## config.mk

```make
export PLATFORM = sky130hd
export DESIGN_NAME = present_encryptor_hs
export DESIGN_NICKNAME = d
export VERILOG_FILES = /design/src/rtl/present_encryptor_hs.sv
export SDC_FILE = /design/constraint.sdc
export NUM_CORES = 1
export LEC_CHECK = 0
export CORE_AREA = 2 2 190 211
export DETAILED_ROUTE_END_ITERATION = 8
export DIE_AREA = 0 0 192 213
export DONT_BUFFER_PORTS = 1
export PLACE_DENSITY_LB_ADDON = 0.1
export SLEW_MARGIN = 20
export SYNTH_ARGS = -nofsm -noshare
export SYNTH_HDL_FRONTEND = slang
export SYNTH_SLANG_ARGS = --single-unit
```

## constraint.sdc

```tcl
create_clock -name clk_i -period 14 [get_ports clk_i]
set_input_delay 2.1 -clock clk_i [delete_from_list [all_inputs] [get_ports clk_i]]
set_output_delay 2.1 -clock clk_i [all_outputs]
set_load 0.02 [all_outputs]
```

## src/rtl/present_encryptor_hs.sv

```systemverilog
// present_encryptor_hs
// Iterative PRESENT block-cipher encryptor. Each clock applies one round, and
// the key size (80 or 128 bit) is chosen at elaboration. The input and output
// sides both use valid/ready handshakes. The master key sits in its own
// register, so consecutive blocks under one key need no reload.
//
// Ports:
//   clk_i         rising-edge clock
//   rst_i         asynchronous active-high reset
//   key_i         master key (KEY_WIDTH bits)
//   key_load_i    capture key_i into the master key register (IDLE only)
//   data_i        64-bit plaintext
//   data_valid_i  plaintext valid
//   data_ready_o  block can accept plaintext (high in IDLE)
//   data_o        registered 64-bit ciphertext
//   data_valid_o  ciphertext valid (high in DONE)
//   out_ready_i   sink accepts ciphertext
//   busy_o        high while rounds are being computed
module present_encryptor_hs #(
  parameter int KEY_WIDTH = 80,
  parameter int ROUNDS    = 31
) (
  input  logic                 clk_i,
  input  logic                 rst_i,
  input  logic [KEY_WIDTH-1:0] key_i,
  input  logic                 key_load_i,
  input  logic [63:0]          data_i,
  input  logic                 data_valid_i,
  output logic                 data_ready_o,
  output logic [63:0]          data_o,
  output logic                 data_valid_o,
  input  logic                 out_ready_i,
  output logic                 busy_o
);

  // Only the two key sizes defined by PRESENT have a key schedule here.
  generate
    if (KEY_WIDTH != 80 && KEY_WIDTH != 128) begin : g_bad_key_width
      $error("present_encryptor_hs: KEY_WIDTH must be 80 or 128");
    end
  endgenerate

  localparam logic [4:0] LAST_ROUND = 5'(ROUNDS);

  typedef enum logic [1:0] {
    IDLE,
    RUN,
    DONE
  } state_t;

  state_t               fsm;
  logic [KEY_WIDTH-1:0] master_key;
  logic [KEY_WIDTH-1:0] wkey;
  logic [KEY_WIDTH-1:0] wkey_next;
  logic [63:0]          state_reg;
  logic [63:0]          round_out;
  logic [4:0]           rcnt;

  function automatic logic [3:0] sbox(input logic [3:0] x);
    case (x)
      4'h0: sbox = 4'hC;
      4'h1: sbox = 4'h5;
      4'h2: sbox = 4'h6;
      4'h3: sbox = 4'hB;
      4'h4: sbox = 4'h9;
      4'h5: sbox = 4'h0;
      4'h6: sbox = 4'hA;
      4'h7: sbox = 4'hD;
      4'h8: sbox = 4'h3;
      4'h9: sbox = 4'hE;
      4'hA: sbox = 4'hF;
      4'hB: sbox = 4'h8;
      4'hC: sbox = 4'h4;
      4'hD: sbox = 4'h7;
      4'hE: sbox = 4'h1;
      default: sbox = 4'h2;
    endcase
  endfunction

  function automatic logic [63:0] s_layer(input logic [63:0] x);
    logic [63:0] y;
    y = '0;
    for (int n = 0; n < 16; n++) begin
      y[4*n +: 4] = sbox(x[4*n +: 4]);
    end
    return y;
  endfunction

  // Bit 63 maps onto itself, and every other bit i moves to (16*i) mod 63.
  function automatic logic [63:0] p_layer(input logic [63:0] x);
    logic [63:0] y;
    y = '0;
    for (int i = 0; i < 63; i++) begin
      y[(16*i) % 63] = x[i];
    end
    y[63] = x[63];
    return y;
  endfunction

  // Key schedule step: rotate left by 61, S-box the top nibble (two nibbles
  // for 128-bit keys), then XOR the round counter into the fixed bit window.
  function automatic logic [KEY_WIDTH-1:0] key_update(input logic [KEY_WIDTH-1:0] k,
                                                      input logic [4:0] rc);
    logic [KEY_WIDTH-1:0] r;
    r = {k[KEY_WIDTH-62:0], k[KEY_WIDTH-1:KEY_WIDTH-61]};
    r[KEY_WIDTH-1 -: 4] = sbox(r[KEY_WIDTH-1 -: 4]);
    if (KEY_WIDTH == 128) begin
      r[KEY_WIDTH-5 -: 4] = sbox(r[KEY_WIDTH-5 -: 4]);
      r[66:62] = r[66:62] ^ rc;
    end else begin
      r[19:15] = r[19:15] ^ rc;
    end
    return r;
  endfunction

  // One cipher round and the matching key-schedule step. On the final round,
  // the output whitening uses the updated key, so wkey_next feeds data_o too.
  always_comb begin
    round_out = p_layer(s_layer(state_reg ^ wkey[KEY_WIDTH-1 -: 64]));
    wkey_next = key_update(wkey, rcnt);
  end

  // data_ready_o is decoded straight from the FSM, so it is high as soon as
  // reset puts the block in IDLE.
  assign data_ready_o = (fsm == IDLE);

  // Control FSM and datapath registers. A key load presented in the accept
  // cycle is stored and also used for that block. Outside IDLE, key loads are
  // ignored so the running block is never disturbed.
  always_ff @(posedge clk_i or posedge rst_i) begin
    if (rst_i) begin
      fsm          <= IDLE;
      master_key   <= '0;
      wkey         <= '0;
      state_reg    <= '0;
      rcnt         <= '0;
      data_o       <= '0;
      data_valid_o <= 1'b0;
      busy_o       <= 1'b0;
    end else begin
      case (fsm)
        IDLE: begin
          if (key_load_i) begin
            master_key <= key_i;
          end
          if (data_valid_i) begin
            state_reg <= data_i;
            wkey      <= key_load_i ? key_i : master_key;
            rcnt      <= 5'd1;
            busy_o    <= 1'b1;
            fsm       <= RUN;
          end
        end
        RUN: begin
          state_reg <= round_out;
          wkey      <= wkey_next;
          if (rcnt == LAST_ROUND) begin
            data_o       <= round_out ^ wkey_next[KEY_WIDTH-1 -: 64];
            data_valid_o <= 1'b1;
            busy_o       <= 1'b0;
            fsm          <= DONE;
          end else begin
            rcnt <= rcnt + 5'd1;
          end
        end
        DONE: begin
          if (out_ready_i) begin
            data_valid_o <= 1'b0;
            fsm          <= IDLE;
          end
        end
        default: begin
          fsm <= IDLE;
        end
      endcase
    end
  end

endmodule
```

Word-level counts from Yosys, hierarchy flattened
Memories as Yosys holds them, arrays and structs flattened. Cells that the tools add are included.

Register bits after elaboration: 297. Bits in read-only memories: 1088. Word-level logic and storage cells: 63. Memories: 17.

$add $sub $neg: 1. Equality and inequality tests: 7. Muxes and demuxes: 18. Bitwise operators: 3. Reductions and logical operators: 9.

Memory list: (no name shown) (depth 16, width 4, read ports 1, clocked after Yosys merged registers in 0, write ports 0, line 60) `case (x)`; (no name shown) (depth 16, width 4, read ports 1, clocked after Yosys merged registers in 0, write ports 0, line 60); (no name shown) (depth 16, width 4, read ports 1, clocked after Yosys merged registers in 0, write ports 0, line 60); (no name shown) (depth 16, width 4, read ports 1, clocked after Yosys merged registers in 0, write ports 0, line 60); (no name shown) (depth 16, width 4, read ports 1, clocked after Yosys merged registers in 0, write ports 0, line 60); (no name shown) (depth 16, width 4, read ports 1, clocked after Yosys merged registers in 0, write ports 0, line 60); 11 more memories.

Operators with widths (count): 80-bit 2-to-1 mux (2); 80-bit one-hot mux with 2 select lines (1); 64-bit one-hot mux with 2 select lines (1); 64-bit XOR (2); 64-bit 2-to-1 mux (1); 3-bit AND reduction (4); 5-bit 2-to-1 mux (2); 5-bit one-hot mux with 2 select lines (1); 2-bit inequality test, second input constant (4); 2-bit 2-to-1 mux (3); 2-bit one-hot mux with 3 select lines (1); 5-bit by 1-bit adder with 5-bit output, second input constant (1); 5-bit == test, second input constant (1); 5-bit XOR (1); 1-bit 2-to-1 mux (4); 1-bit one-hot mux with 2 select lines (2); 2-bit AND reduction (2); 2-bit nonzero test (2); 2-bit by 1-bit == test with 1-bit output, second input constant (1); 2-bit == test, second input constant (1); 2-bit logical NOT (1).

Longest topological paths before layout
Word-level depth: 3. Depth in mapped cells: 9. Depth with buffers taken out: 8.

Least setup slack after synthesis
Ideal clock, no wire load.

Path kind: in2reg. From: in key_load_i. To: reg master_key[0]. Setup time: 0.128 ns. Data arrival time: 3.180 ns. Data required time: 13.872 ns. Path slack: 10.692 ns. Stages: 6. Buffers on the path: 4. Cells stage by stage: buf_2 > and2_1 > clkbuf_1 > buf_4 > buf_2 > mux2_1.

Word-level cells in the longest chain between the ends: 1.

Ends and longest elaborated chain: from (decl) (line 26) `input logic key_load_i,`; 80-bit 2-to-1 mux; to (signal assigned) (line 144) `master_key <= key_i;`; to (decl) (line 52) `logic [KEY_WIDTH-1:0] master_key;`.

No other way between the ends. A chain may end at the register's enable or synchronous reset.

Worst setup path after layout
From: reg fsm[1]. To: out data_ready_o.

Word-level cells in the longest chain between the ends: 1.

Ends and longest elaborated chain: from (decl) (line 51) `state_t fsm;`; from (signal assigned) (line 132) `fsm <= IDLE;`; from (signal assigned) (line 151) `fsm <= RUN;`; from (signal assigned) (line 161) `fsm <= DONE;`; 2-bit logical NOT (line 125) `assign data_ready_o = (fsm == IDLE);`; to (decl) (line 29) `output logic data_ready_o,`.

No other way between the ends.

==> flow_metrics.tcl <==
set metrics [dict create \
    status "finished, final reports clean" \
    synth_ff_type "dfrtp_1" \
    r2r_cells 6 \
    path_clk_slew_ps 60 \
    slew_violations 0 \
    synthTopCellsByCount "dfrtp_1 (297), nand2_1 (191), a21oi_1 (133), mux2i_1 (106), ha_1 (103)" \
    clockBufferDepth 3 \
    syn2layout_area_growth_pct 8.75 \
    r2r_slack_ps 10780 \
    min_from "master_key[4]$_DFFE_PP0N_" \
    synthDistinctLibCells 38 \
    post-route-period-util_pct 30.8 \
    setup.worst_path.start "fsm[1]$_DFFE_PP0P_" \
    vias 12000 \
    hold_class "flip-flop to flip-flop" \
    synth_edf_count 0 \
    detail-route-antenna-nets 0 \
    worst_slack_ps 9690 \
    yosys_warnings 0 \
    ios 216 \
    drive_above_1_share_pct 13.1 \
    setup_violations 0 \
    vias_per_cell 5.66 \
    io_buffers 0 \
    yosys-top-cells-area "dfrtp_1 (43%), ha_1 (7.5%), mux2i_1 (6.2%)" \
    fin_skew_ps 18.7 \
    cp.required_ps 11900 \
    cts_hold_buf 0 \
    insertion_delay_ps 550 \
    synth_top_area_share_pct 43.1 \
    die_width_um 192 \
    setup.worst_path.start_class "flip-flop" \
    r2r-end "master_key[58]$_DFFE_PP0N_" \
    rsz0062_at_grt "no" \
    globalRouteTotalUtil_pct 26.6 \
    top_regs "master_key x80, wkey x80" \
    std_cell_rows 76 \
    die_area_um2 40900 \
    yosysMostFrequentCell "dfrtp_1" \
    antenna_found_initial 7 \
    coreArea_um2 38800 \
    cts_made_buffers 34 \
    synth_top_area_cell "dfrtp_1" \
    grt_pass1_vias 11600 \
    cts_resized 0 \
    preCtsSetupSlack_ps 8710 \
    drc 0 \
    fin_tns_setup_ps 0 \
    place_inst 2059 \
    wl_per_cell_um 25.3 \
    finalHoldViolCount 0 \
    synthArstFlopShare_pct 100 \
    worstSetupEndpoint "data_ready_o" \
    worst-setup-path-type "flip-flop to output pin" \
    tightest_slew_ps 985 \
    grt_overflow 0 \
    synth.avg_cell_area_um2 10.5 \
    wirelength_um 53800 \
    period_needed_ps 4310 \
    post-cts-setup-buffers 0 \
    die_h_um 213 \
    worstPathMaxFanout 53 \
    routabilityCongestion 0.902 \
    synth_nets 1890 \
    drtPass1Iterations 8 \
    worstReg2RegStart "fsm[1]$_DFFE_PP0P_" \
    grt_start_max_net_pins 111 \
    syn_area_um2 17200 \
    drt-initial-drc-count 961 \
    dp_hpwl_um 38900 \
    holdWs_ps 481 \
    yosysSeqAreaShare_pct 43.1 \
    grt_pass1_wl_um 78300 \
    root_buffer "clkbuf_16" \
    layout.cells.non_filler 2125 \
    cts_tree "done" \
    num-nets-final 1840 \
    arrival_ps 2210 \
    slew_headroom_pct 34.3 \
    cap_violations 0 \
    synthCells 1638 \
    cp-end-kind "output pin" \
    clock.fmax_mhz 232 \
    cts.sinks 297 \
    ctsHtreeMaxLevel 2 \
    initial_utilization_pct 44.4 \
    ys_ff_latch 297 \
]
per-layer routing:
metal,track usage [%],wire (µm),vias to the layer above
met3,5.80,4190,89
met1,37.2,23800,5917
li1,-,-,5591
met4,13.2,2500,2
met5,0,13,-
met2,38.8,23300,425
cell type report:
type | instances | area (µm²)
diodes | 6 | 15.0
clock buffers | 51 | 1010
clock inverters | 9 | 120
fillers | 3582 | 20000
inverters | 71 | 274
multi-input cells | 1169 | 9150
flip-flops and latches | 297 | 7430
well taps | 507 | 634
repair buffers | 15 | 116
critical path: stages, from the launching register on:
cell and delay (ps):
dfrtp_2 390, buf_4 350, nor2_1 620, buf_4 300
worst min-delay path by stage:
stage,endpoint,slack (ps),depth (start not counted)
6_report,master_key[4]$_DFFE_PP0N_,480,1
5_1_grt,master_key[2]$_DFFE_PP0N_,490,1
4_1_cts,master_key[6]$_DFFE_PP0N_,490,1
3_5_place_dp,master_key[22]$_DFFE_PP0N_,470,1
3_3_place_gp,master_key[10]$_DFFE_PP0N_,470,1
2_1_floorplan,master_key[0]$_DFFE_PP0N_,460,1
cells by family (layout without fill, tap and decap cells):
kind of cell	count (synthesis)	in the layout	synth area share (%)
compound gates	352	352	12.8
xor+xnor	136	136	8.09
fa+ha+maj	103	103	7.48
buf+inv	172	146	4.01
flops	297	297	43.1
mux	216	216	15.6
other cells	0	6	0
simple gates	362	362	8.91
layout by cell type (no fill, tap or decap), types with 35 or more instances in the layout:
cell	instances
inv_1	64
o21ai_1	55
nor2b_1	47
xor2_1	45
clkbuf_16	35
ha_1	103
mux2_2	36
nor2_1	99
nand2_1	190
a21oi_1	133
mux2i_1	106
dfrtp_1	296
xnor2_1	64
o21ai_0	71
mux2_1	40
stage by stage:
stage / cell area, µm² / util (%)
4_1_cts: 18700 / 48.3
5_1_grt: 18700 / 48.3
3_5_place_dp: 17600 / 45.4
6_report: 18700 / 48.3
2_1_floorplan: 17200 / -
3_3_place_gp: 17600 / 45.4
Power is left out: the tool's default activity adds up to more than one toggle a clock period on the data nets, which glitch-free logic cannot reach.
